===== src/rtl/riscv_pkg.sv =====
// Shared RISC-V core encodings: writeback result-source selects and load funct3 codes.
package riscv_pkg;

  localparam logic [1:0] RES_ALU = 2'b00;
  localparam logic [1:0] RES_MEM = 2'b01;
  localparam logic [1:0] RES_PC4 = 2'b10;
  localparam logic [1:0] RES_IMM = 2'b11;

  localparam logic [2:0] F3_LB  = 3'b000;
  localparam logic [2:0] F3_LH  = 3'b001;
  localparam logic [2:0] F3_LW  = 3'b010;
  localparam logic [2:0] F3_LBU = 3'b100;
  localparam logic [2:0] F3_LHU = 3'b101;

endpackage


===== src/rtl/load_extend.sv =====
// Aligns a byte/half/word out of the raw memory word and sign- or zero-extends it to XLEN.
module load_extend
  import riscv_pkg::*;
#(
  parameter int XLEN = 32
) (
  input  logic [XLEN-1:0] data,
  input  logic [1:0]      off,
  input  logic [2:0]      funct3,
  output logic [XLEN-1:0] ext
);

  logic [7:0]  byte_v;
  logic [15:0] half_v;
  logic [31:0] word_v;

  // Half select uses only off[1]; a misaligned halfword has already trapped upstream.
  assign byte_v = data[{off, 3'b000} +: 8];
  assign half_v = data[{off[1], 4'b0000} +: 16];
  assign word_v = data[31:0];

  // NOTE: every path assigns ext (default first), so no latch is inferred.
  always_comb begin
    ext = data;
    unique case (funct3)
      F3_LB:   ext = XLEN'($signed(byte_v));
      F3_LBU:  ext = XLEN'(byte_v);
      F3_LH:   ext = XLEN'($signed(half_v));
      F3_LHU:  ext = XLEN'(half_v);
      F3_LW:   ext = XLEN'($signed(word_v));
      default: ext = data;
    endcase
  end

endmodule


===== src/rtl/writeback_stage_p.sv =====
// MEM/WB pipeline register with stall/flush, four-way result mux, x0-suppressed
// register-file write enable and a retired-instruction counter.
module writeback_stage_p
  import riscv_pkg::*;
#(
  parameter int XLEN       = 32,
  parameter int REG_ADDR_W = 5,
  parameter int RET_CNT_W  = 64
) (
  input  logic                  clk,
  input  logic                  rst,
  input  logic                  stallW,
  input  logic                  flushW,
  input  logic                  validM,
  input  logic                  RegWriteM,
  input  logic [1:0]            ResultSrcM,
  input  logic [2:0]            LoadTypeM,
  input  logic [REG_ADDR_W-1:0] RdM,
  input  logic [XLEN-1:0]       ALU_ResultM,
  input  logic [XLEN-1:0]       ReadDataM,
  input  logic [XLEN-1:0]       PCPlus4M,
  input  logic [XLEN-1:0]       ImmExtM,
  output logic                  RegWriteW,
  output logic [REG_ADDR_W-1:0] RdW,
  output logic [XLEN-1:0]       ResultW,
  output logic                  validW,
  output logic [RET_CNT_W-1:0]  instret
);

  logic                  valid_q;
  logic                  regwrite_q;
  logic [1:0]            src_q;
  logic [2:0]            ltype_q;
  logic [REG_ADDR_W-1:0] rd_q;
  logic [XLEN-1:0]       alu_q;
  logic [XLEN-1:0]       rdata_q;
  logic [XLEN-1:0]       pc4_q;
  logic [XLEN-1:0]       imm_q;
  logic [RET_CNT_W-1:0]  instret_q;
  logic [XLEN-1:0]       load_val;

  // NOTE: state uses non-blocking assignments; every field, datapath included, is
  // reset so a bubble's ResultW is deterministic rather than X.
  always_ff @(posedge clk or posedge rst) begin
    if (rst) begin
      valid_q    <= 1'b0;
      regwrite_q <= 1'b0;
      src_q      <= '0;
      ltype_q    <= '0;
      rd_q       <= '0;
      alu_q      <= '0;
      rdata_q    <= '0;
      pc4_q      <= '0;
      imm_q      <= '0;
    end else if (flushW) begin
      valid_q    <= 1'b0;
      regwrite_q <= 1'b0;
      src_q      <= '0;
      ltype_q    <= '0;
      rd_q       <= '0;
      alu_q      <= '0;
      rdata_q    <= '0;
      pc4_q      <= '0;
      imm_q      <= '0;
    end else if (!stallW) begin
      valid_q    <= validM;
      regwrite_q <= RegWriteM;
      src_q      <= ResultSrcM;
      ltype_q    <= LoadTypeM;
      rd_q       <= RdM;
      alu_q      <= ALU_ResultM;
      rdata_q    <= ReadDataM;
      pc4_q      <= PCPlus4M;
      imm_q      <= ImmExtM;
    end
  end

  // The W instruction retires on the edge where it is not stalled, whether or not
  // a flush lands behind it; the counter wraps naturally at its width.
  always_ff @(posedge clk or posedge rst) begin
    if (rst) begin
      instret_q <= '0;
    end else if (valid_q && !stallW) begin
      instret_q <= instret_q + RET_CNT_W'(1);
    end
  end

  load_extend #(.XLEN(XLEN)) u_load_extend (
    .data   (rdata_q),
    .off    (alu_q[1:0]),
    .funct3 (ltype_q),
    .ext    (load_val)
  );

  always_comb begin
    ResultW = alu_q;
    unique case (src_q)
      RES_ALU: ResultW = alu_q;
      RES_MEM: ResultW = load_val;
      RES_PC4: ResultW = pc4_q;
      RES_IMM: ResultW = imm_q;
      default: ResultW = alu_q;
    endcase
  end

  // A stalled instruction writes only on its release cycle, and never to x0.
  assign RegWriteW = regwrite_q & valid_q & ~stallW & (rd_q != '0);
  assign RdW       = rd_q;
  assign validW    = valid_q;
  assign instret   = instret_q;

endmodule


===== config.mk =====
export PLATFORM = sky130hd
export DESIGN_NAME = writeback_stage_p
export DESIGN_NICKNAME = d
export VERILOG_FILES = /design/src/rtl/riscv_pkg.sv /design/src/rtl/load_extend.sv /design/src/rtl/writeback_stage_p.sv
export SDC_FILE = /design/constraint.sdc
export NUM_CORES = 1
export LEC_CHECK = 0
export ABC_AREA = 1
export BUFFER_PORTS_ARGS = -buffer_cell sky130_fd_sc_hd__buf_4
export CAP_MARGIN = 20
export CORE_UTILIZATION = 25
export CTS_CLUSTER_DIAMETER = 40
export CTS_CLUSTER_SIZE = 30
export DETAILED_ROUTE_END_ITERATION = 10
export MAX_ROUTING_LAYER = met4
export PLACE_DENSITY = 0.46
export SYNTH_ARGS = -nofsm -noshare
export SYNTH_HDL_FRONTEND = slang
export SYNTH_SLANG_ARGS = --single-unit
export TNS_END_PERCENT = 100

===== constraint.sdc =====
create_clock -name clk -period 14.85 [get_ports clk]
set_input_delay 2.2275 -clock clk [delete_from_list [all_inputs] [get_ports clk]]
set_output_delay 2.2275 -clock clk [all_outputs]
set_load 0.05 [all_outputs]

# == Word level (Yosys, flattened, before mapping) ==
# Cells that the tools add are included.
# classes
addsub,1
n_eq_ne,7
shifts,2
mux,20
bitwise_logic,4
reduce_logical,5
# op_table
cell,count
2-to-1 mux 32 bit,8
one-hot mux 32 bit (4 select lines),2
adder 64 x 1 -> 64 bit (second input constant),1
indexed part select 32 x 6 -> 16 bit,1
indexed part select 32 x 6 -> 8 bit,1
2-to-1 mux 5 bit,2
equality test 3 bit (second input constant),2
2-to-1 mux 3 bit,2
nonzero test 5 bit,1
equality test 2 bit (second input constant),2
2-to-1 mux 1 bit,4
2-to-1 mux 2 bit,2
AND 1 bit,3
equality test 3 x 1 -> 1 bit (second input constant),1
logical NOT 3 bit,1
equality test 2 x 1 -> 1 bit (second input constant),1
logical NOT 2 bit,1
inequality test 2 x 1 -> 1 bit (second input constant),1
logical AND 1 bit,1
logical NOT 1 bit,1
inverter 1 bit,1
# word_totals
reg_bits,204
in_bits,144
output_inout_bits,103
elab_cells,49

# == Logic depth before layout (Yosys ltp) ==
# Gate-level depths: netlist (run 1).
# logic_depth
word_depth,3
depth_mapped,11
mapped_depth_nobuf,10

# == Hierarchy ==
# From an unflattened synthesis (run 1), not the netlist that was laid out.
# unflattened
cells_unflattened,1510
area_unflattened_um2,11258.3
# modules_own_cells
module,n_inst,cells_each,area_per_inst_um2,seq_area_each_um2
writeback_stage_p,1,1341,10386.2,5104.9
load_extend,1,169,872.1,0.0

# == Worst setup path before layout (run 1) ==
# Ideal clock, no wire load.
# synth_timing
path_type,input port to output port
start,in stallW
end,out RegWriteW
arrival_ns,3.065
required_ns,12.622
setup_slack_ns,9.558
stages,6
path_buffers,1
cell_sequence,buf_6 > inv_6 > nand2_4 > inv_2 > o311ai_0 > inv_1
# synth_via
elab_chain_len,3
# synth_rtl
item,line,rtl
"start, declared",writeback_stage_p.sv:12,"input logic stallW,"
inverter 1 bit,writeback_stage_p.sv:107,assign RegWriteW = regwrite_q & valid_q & ~stallW & (rd_q != '0);
AND 1 bit (2 in series),writeback_stage_p.sv:107,
"end, declared",writeback_stage_p.sv:23,"output logic RegWriteW,"
# No other way between the ends.

# == Final worst setup path (run 1) ==
# Same ends and word-level chain as after synthesis.

==> reports/results.tsv, run 1 <==
stage	metric	value	unit
setup_path	r2r-start	instret[13]	
routing	routed_wirelength	39.3	mm
yosys	yosys_warnings	0	
grt	grt_pass1_vias	10100	
final_layout	antenna_cells	0	
place	place_congestion	0.879	
setup_path	cp_cell_sequence	buf_4 -> inv_6 -> nand2_4 -> inv_2 -> o311ai_0 -> inv_1 -> buf_4	
routing	viasPerCell	4.65	
setup_path	cp_top_family	buffers and inverters	
setup_path	worst_path_max_delay_cell	inv_6	
routing	drt_first_pass_iters	7	
yosys	syn_area	10700	µm²
sta	fmax	168	MHz
setup_path	path_depth	7	
setup_path	crit_required	12.62	ns
sta	finalHoldWorstSlack	0.503	ns
sta	hold_viol_final	0	
setup_path	setup.worst_path.start_class	input pin	
cts	numClockSinks	204	
power_and_ir_drop	p_leak	6.96	nW
hold_path	hp-class	flop to flop	
setup_path	crit_top_cell	buf_4	
final_layout	nets	1747	
yosys	ys_seq_area_share	47.9	%
final_layout	finalNonFillerCells	2175	
die	start_util	25.4	%
yosys	synth.distinct_cells	38	
sta	slew_headroom	39.1	%
power_and_ir_drop	swShare	27.8	%
sta	layout_min_cycle_time	5.97	ns
place	port_buffers	246	
power_and_ir_drop	power_frac_comb	12.6	%
grt	grt-ovfl-total	0	
power_and_ir_drop	seqPwrFrac	32.7	%
setup_path	cp-end-kind	output port	
power_and_ir_drop	vdd_drop_max	71.7	µV
sta	setup_tns	0	ns
final_layout	drive_gt1_share	22.7	%
grt	antenna_found_initial	0	
yosys	syn-num-nets	1517	
cts	holdBufCountCts	0	
grt	grt_max_degree	104	
yosys	synth_cells	1372	
setup_path	r2r_slack	12.61	ns
die	die_h	208	µm
cts	cts_tree	yes	
cts	insertion_delay	0.56	ns
setup_path	critPathLaunch	stallW	
power_and_ir_drop	power.density	127	nW/µm²
die	die_w	208	µm
setup_path	path_buf_inv	5	
routing	drc	0	
setup_path	cp-endpoint	RegWriteW	
cts	clockBufferDepth	3	
final_layout	layout_common_cells	nand2_1, buf_4, nand3_1	
grt	grt_pass1_wl	60.7	mm
final_layout	layout_commonest_cell	nand2_1	
grt	track_usage	18.8	%
cts	post_cts_buffers	0	
sta	setup_viol	0	
setup_path	r2r_end	instret[33]	
cts	cts-root-buf	clkbuf_16	
flow_run	max-cap-violations	0	
cts	post_cts_resized	0	
place	dp.final_hpwl	28.7	mm
place	dp_cells	2096	
setup_path	crit_path_max_incr_delay	0.44	ns
sta	drv_slew	0	
power_and_ir_drop	p_int	1.33	mW
die	dieArea	43500	µm²
sta	finalCritPeriodShare	40.2	%
power_and_ir_drop	clkPwrFrac	54.7	%
die	placementRows	75	
setup_path	cp.arrival	3.74	ns
die	fp.coreArea	42000	µm²
routing	wl_per_cell	18.1	µm
setup_path	r2r_cells	7	
sta	finClkSkew	0.0175	ns
routing	drtIter0Drc	770	
cts	htreeDepth	2	
status	status	finished clean	
final_layout	synthToLayoutAreaGrowth	36.0	%
sta	rsz0062_at_grt	false	
power_and_ir_drop	p_sw	0.511	mW
cts	cts_buffers	42	
yosys	syn-mean-instance-area	7.77	µm²
setup_path	critical_path_class	input pin to output port	
setup_path	critPathMaxFanout	59	
yosys	ys_ff_latch	204	
routing	num_vias	10100	
routing	final_antenna_net_count	0	
die	ios	247	
cts	clk_pin_slew	0.05	ns
sta	worstMarginPinSlew	0.914	ns
-- routing by layer --
metal | GRT usage (%) | wire length [µm]
met5 | - | 0
met4 | 4.83 | 655
met3 | 3.80 | 2350
met2 | 27.2 | 17000
met1 | 26.4 | 19300
-- worst register-to-register path, stage by stage (launching register included) --
cell	delay, ns
dfrtp_1	0.45
nand2_1	0.13
nor2_1	0.34
nand2_1	0.19
nor3_1	0.69
nand2_1	0.14
xor2_1	0.16
inv_1	0.05
-- flip-flops by register name (all words and copies together) (netlist names) --
signal,cells
rdata_q,32
ltype_q,3
pc4_q,32
instret,64
src_q,2
validW,1
regwrite_q,1
alu_q,32
RdW,5
imm_q,32
-- power by group through the flow --
stage	Combinational [mW]	Sequential [mW]	Clock (mW)
floorplan	0.120	0.625	0
global placement	0.230	0.611	0
detailed placement	0.230	0.612	0
CTS	0.231	0.603	1.03
global route	0.251	0.605	1.05
finish	0.231	0.602	1.01
-- metrics by stage --
stage	utilization [%]	setup WS [ns]	total power, mW	cell area [µm²]
floorplan	-	7.06	0.746	10700
global placement	30.8	8.85	0.841	13000
detailed placement	30.8	8.83	0.842	13000
CTS	34.4	8.83	1.86	14500
global route	34.5	8.74	1.91	14500
finish	34.5	8.88	1.84	14500
-- worst min-delay path by stage --
stage	from	end	slack, ns	cells after the start
floorplan	regwrite_q	regwrite_q	0.47	2
global placement	alu_q[10]	alu_q[10]	0.49	2
detailed placement	alu_q[16]	alu_q[16]	0.49	2
CTS	alu_q[16]	alu_q[16]	0.51	2
global route	alu_q[7]	alu_q[7]	0.52	2
finish	alu_q[16]	alu_q[16]	0.50	2
-- area by class of cell --
| cell class | instances | area, µm² |
|---|---|---|
| repair buffers | 255 | 1930 |
| clock buffers | 50 | 1130 |
| inverters | 172 | 661 |
| well taps | 539 | 674 |
| multi-input cells | 927 | 4620 |
| clock inverters | 28 | 372 |
| flip-flops and latches | 204 | 5100 |
| fillers | 4520 | 27500 |
-- cells by family after synthesis --
logic type / share of synthesized area [%]
compound gates: 11.2
buf+inv: 8.83
fa+ha+maj: 0.117
xor+xnor: 3.12
simple gates: 28.8
flops: 47.9
-- synth_stat cells, drive strengths merged --
| master | count | area share (%) |
|---|---|---|
| o2111ai | 5 | 0.41 |
| o21ai | 124 | 5.9 |
| ha | 1 | 0.12 |
| and2 | 5 | 0.29 |
| nand3 | 210 | 10 |
| clkbuf | 44 | 1.5 |
| nor3 | 10 | 0.58 |
| nand2 | 305 | 11 |
| dfrtp | 204 | 48 |
| a21oi | 54 | 2.5 |
| nor2 | 103 | 4.8 |
| nand3b | 12 | 0.85 |
| a22oi | 1 | 0.070 |
| o21bai | 4 | 0.28 |
| clkinv | 2 | 0.070 |
| o211ai | 2 | 0.14 |
| nand4 | 20 | 1.2 |
| xor2 | 19 | 1.6 |
| inv | 170 | 6.0 |
| and3 | 1 | 0.059 |
| o22ai | 31 | 1.8 |
| o311ai | 1 | 0.082 |
| xnor2 | 19 | 1.6 |
| buf | 25 | 1.2 |
Power figures use the tool's default switching activity.
==> inputs of run 2 (changes only) <==
clock period = 5.7 ns   (was 14.85 ns; I/O delays follow)
==> run 2 against run 1 <==
- non-clock buffer count is 1 lower
- sequential power increased to 2.6 times the previous value
- die area unchanged
- largest power group unchanged
- highest routed layer unchanged
==> reports/results.tsv, run 2 (synthesis results as in run 1) <==
stage	metric	value	unit
setup_path	r2r-start	instret[14]	
grt	track_usage	19.1	%
cts	cts_tree	yes	
routing	viasPerCell	4.70	
grt	grt-ovfl-total	0	
cts	holdBufCountCts	0	
sta	worstMarginPinSlew	1.03	ns
setup_path	cp-endpoint	ResultW[31]	
routing	final_antenna_net_count	0	
hold_path	hp-class	input pin to async pin	
place	dp.final_hpwl	29.1	mm
setup_path	crit_top_cell	nor2_1	
routing	drc	0	
setup_path	cp-end-kind	output port	
power_and_ir_drop	clkPwrFrac	54.2	%
status	status	finished clean	
setup_path	cp.arrival	3.09	ns
grt	antenna_found_initial	2	
cts	numClockSinks	204	
routing	wl_met1	19.6	mm
routing	top_layer_used	met4	
routing	wl_per_cell	18.4	µm
sta	rsz0062_at_grt	false	
sta	drv_slew	0	
cts	clockBufferDepth	3	
setup_path	r2r_end	instret[33]	
power_and_ir_drop	p_leak	6.93	nW
routing	drt_first_pass_iters	5	
setup_path	r2r_cells	7	
power_and_ir_drop	power_frac_comb	12.6	%
power_and_ir_drop	seqPwrFrac	33.2	%
cts	cts_buffers	44	
cts	post_cts_resized	0	
die	die_w	208	µm
cts	cts-root-buf	clkbuf_16	
final_layout	layout_common_cells	nand2_1, buf_4, nand3_1	
final_layout	drive_gt1_share	22.6	%
routing	wl_met3	2.43	mm
setup_path	crit_path_max_incr_delay	1.02	ns
power_and_ir_drop	p_sw	1.32	mW
final_layout	nets	1748	
die	ios	247	
sta	fmax	254	MHz
final_layout	synthToLayoutAreaGrowth	35.7	%
setup_path	critical_path_class	flop to output port	
power_and_ir_drop	power.density	328	nW/µm²
sta	hold_viol_final	0	
sta	setup_viol	0	
setup_path	crit_required	4.85	ns
power_and_ir_drop	p_int	3.43	mW
grt	grt_max_degree	159	
die	start_util	25.4	%
sta	setup_tns	0	ns
routing	met2_length	17.0	mm
place	place_congestion	0.861	
place	port_buffers	246	
setup_path	r2r_slack	3.56	ns
sta	layout_min_cycle_time	3.94	ns
final_layout	layout_commonest_cell	nand2_1	
die	fp.coreArea	42000	µm²
power_and_ir_drop	total_power	4.74	mW
routing	routed_wirelength	40.0	mm
grt	grt_pass1_wl	61.5	mm
cts	insertion_delay	0.55	ns
die	placementRows	75	
setup_path	critPathLaunch	ltype_q[1]	
cts	htreeDepth	2	
routing	num_vias	10200	
grt	grt_pass1_vias	10300	
sta	slew_headroom	31.2	%
sta	finalHoldWorstSlack	0.305	ns
setup_path	setup.worst_path.start_class	flop	
sta	finClkSkew	0.0181	ns
cts	post_cts_buffers	0	
setup_path	critPathMaxFanout	34	
sta	finalCritPeriodShare	69.2	%
cts	clk_pin_slew	0.05	ns
setup_path	worst_path_max_delay_cell	dfrtp_1	
die	die_h	208	µm
flow_run	max-cap-violations	0	
final_layout	largest_reg_flops	64	
setup_path	cp_cell_sequence	inv_1 -> nand3_1 -> nor2_1 -> nor2_1 -> nand2_4 -> a21oi_1 -> nand2_1 -> buf_4	
power_and_ir_drop	swShare	27.7	%
die	dieArea	43500	µm²
routing	drtIter0Drc	786	
power_and_ir_drop	vdd_drop_max	186	µV
==> run 2: metal layers <==
metal / track usage [%] / vias up
met5: - / -
met2: 26.4 / 313
met3: 4.12 / 57
met1: 27.4 / 4892
li1: - / 4957
met4: 6.00 / 0
==> run 2: worst min path at each step <==
stage,to,slack [ns],cells after the start
6_report,imm_q[24],0.30,2
5_1_grt,imm_q[24],0.31,2
4_1_cts,imm_q[24],0.29,2
3_5_place_dp,alu_q[10],0.50,2
3_3_place_gp,alu_q[8],0.49,2
2_1_floorplan,regwrite_q,0.47,2
==> run 2: metrics by stage <==
step                      utilization, %  setup WS, ns  area [µm²]  instances
after floorplan                        -          2.20       10700       1372
after global placement              30.9          2.47       13000       2096
after detailed placement            30.9          2.37       13000       2096
after CTS                           34.4          1.75       14500       2174
after global routing                34.4          1.50       14500       2176
final                               34.4          1.76       14500       2176
==> run 2: final cells by class <==
type / instances / area (µm²)
fill: 4509 / 27600
clock inverter: 23 / 284
clock buffer: 55 / 1200
antenna: 2 / 5.00
tap: 539 / 674
timing repair buffer: 254 / 1920
sequential: 204 / 5100
inverter: 172 / 657
multi-input combinational: 927 / 4620
==> run 2: power by group through the flow <==
stage / registers [mW] / logic [mW] / clock network, mW
CTS: 1.57 / 0.604 / 2.63
detailed placement: 1.59 / 0.601 / 0
global route: 1.58 / 0.650 / 2.71
finish: 1.57 / 0.597 / 2.57
global placement: 1.59 / 0.600 / 0
floorplan: 1.63 / 0.314 / 0
==> run 2: critical path: cells and delay by family (launching register included) <==
family	cells	cell delay (ns)
flops	1	1.02
compound gates	1	0.21
simple gates	5	0.67
buf+inv	2	0.63
==> inputs of run 3 (changes only) <==
PLACE_DENSITY = 0.48   (was 0.46)
clock period = 3.3 ns   (was 5.7 ns; I/O delays follow)
==> run 3 against run 2 <==
- combinational power increased by 78%
- critical path depth down 1
- core utilization is 0.45 points higher
- worst setup slack got worse by 1.5 ns
- cell count rose by 0.51%
- sequential share of layout area is 0.45 points lower
- clock power rose by 79%
- global-route usage increased by 0.46 points
- via count is 0.88% higher
- final area up 1.3%
- register-to-register slack worse by 2.4 ns
- largest cell class unchanged
- highest routed layer unchanged
==> reports/results.tsv, run 3 (synthesis results as in run 1) <==
stage	metric	value	unit
place	place_congestion	0.877	
setup_path	r2r-start	instret[13]	
power_and_ir_drop	vdd_drop_max	315	µV
die	fp.coreArea	42000	µm²
setup_path	cp-endpoint	ResultW[1]	
cts	insertion_delay	0.56	ns
grt	track_usage	19.6	%
setup_path	cp-end-kind	output port	
die	start_util	25.4	%
routing	drt_first_pass_iters	6	
sta	finClkSkew	0.0304	ns
setup_path	setup.worst_path.start_class	flop	
cts	clk_pin_slew	0.05	ns
sta	hold_viol_final	0	
power_and_ir_drop	p_sw	2.30	mW
routing	drc	0	
power_and_ir_drop	p_int	6.07	mW
setup_path	r2r_end	instret[33]	
final_layout	synthToLayoutAreaGrowth	37.5	%
place	port_buffers	246	
routing	wl_per_cell	18.7	µm
cts	cts_buffers	43	
sta	rsz0062_at_grt	false	
setup_path	critPathMaxFanout	26	
routing	routed_wirelength	40.9	mm
cts	numClockSinks	204	
sta	slew_headroom	39.9	%
power_and_ir_drop	power.density	571	nW/µm²
routing	drtIter0Drc	635	
flow_run	max-cap-violations	0	
sta	layout_min_cycle_time	3.03	ns
cts	post_cts_buffers	0	
die	placementRows	75	
cts	cts-root-buf	clkbuf_16	
sta	drv_slew	0	
sta	setup_tns	0	ns
power_and_ir_drop	clkPwrFrac	54.9	%
die	die_w	208	µm
grt	grt_max_degree	169	
cts	htreeDepth	2	
power_and_ir_drop	p_leak	7.04	nW
status	status	finished clean	
sta	setup_viol	0	
place	dp_cells	2106	
grt	grt_pass1_wl	63.2	mm
cts	clockBufferDepth	3	
final_layout	nets	1757	
final_layout	finalNonFillerCells	2187	
sta	worstMarginPinSlew	0.899	ns
die	dieArea	43500	µm²
setup_path	critical_path_class	flop to output port	
grt	antenna_found_initial	1	
cts	cts_tree	yes	
final_layout	largest_reg_flops	64	
routing	final_antenna_net_count	0	
die	ios	247	
place	dp.final_hpwl	29.6	mm
setup_path	cp.arrival	2.53	ns
sta	fmax	331	MHz
power_and_ir_drop	seqPwrFrac	32.4	%
die	die_h	208	µm
setup_path	critPathLaunch	src_q[0]	
hold_path	hp-class	input pin to async pin	
setup_path	r2r_slack	1.19	ns
setup_path	crit_required	2.80	ns
grt	grt-ovfl-total	0	
sta	finalCritPeriodShare	91.7	%
grt	grt_pass1_vias	10300	
power_and_ir_drop	power_frac_comb	12.7	%
routing	viasPerCell	4.71	
setup_path	r2r_cells	7	
power_and_ir_drop	swShare	27.4	%
final_layout	drive_gt1_share	23.3	%
routing	num_vias	10300	
final_layout	layout_commonest_cell	nand2_1	
final_layout	layout_common_cells	nand2_1, buf_4, nand3_1	
## run 3: worst min path at each step
stage / from / cells after the start / slack, ns / end
after detailed placement: alu_q[24] / 2 / 0.50 / alu_q[24]
after CTS: rst / 2 / 0.14 / rdata_q[16]
after floorplan: regwrite_q / 2 / 0.47 / regwrite_q
after global routing: RdM[2] / 3 / 0.15 / RdW[2]
final: rst / 2 / 0.13 / rdata_q[24]
after global placement: alu_q[12] / 2 / 0.49 / alu_q[12]
## run 3: layer usage
layer	vias to the layer above	GRT usage (%)	share of wire (%)
li1	4977	-	-
met1	4984	27.6	49
met2	281	28.1	43
met3	67	3.74	4.9
met4	0	5.98	2.5
met5	-	-	0
## run 3: cell type report
type,instances,area [µm²]
well taps,539,674
diodes,1,2.50
inverters,172,661
repair buffers,264,2060
clock inverters,27,352
flip-flops and latches,204,5100
fillers,4544,27400
clock buffers,53,1180
multi-input cells,927,4620
## run 3: worst max-delay path, stage by stage (launching register included)
cell,delay [ns]
dfrtp_1,0.39
inv_1,0.11
nor2_4,0.21
clkinvlp_4,0.47
a21oi_1,0.28
o211ai_1,0.12
a22oi_1,0.16
buf_4,0.25
## run 3: through the flow
stage	utilization (%)	hold WS [ns]	power (mW)	instance area, µm²	setup slack [ns]
after floorplan	-	0.473	3.36	10700	0.161
after global placement	31.2	0.492	3.82	13100	0.663
after global routing	34.9	0.155	8.69	14700	0.135
after detailed placement	31.2	0.495	3.82	13100	0.596
after CTS	34.8	0.135	8.48	14600	0.00179
final	34.9	0.126	8.37	14700	0.275
## run 3: what timing repair did
item,CTS,global route
hold buffers,0,0
resized for setup,0,1
setup endpoints to repair,0,10
## run 3: power groups by stage
stage               registers (mW)  clock network [mW]  logic (mW)
finish                        2.71                4.60        1.06
global route                  2.72                4.82        1.15
CTS                           2.71                4.69        1.08
detailed placement            2.75                   0        1.07
global placement              2.75                   0        1.07
floorplan                     2.81                   0       0.542
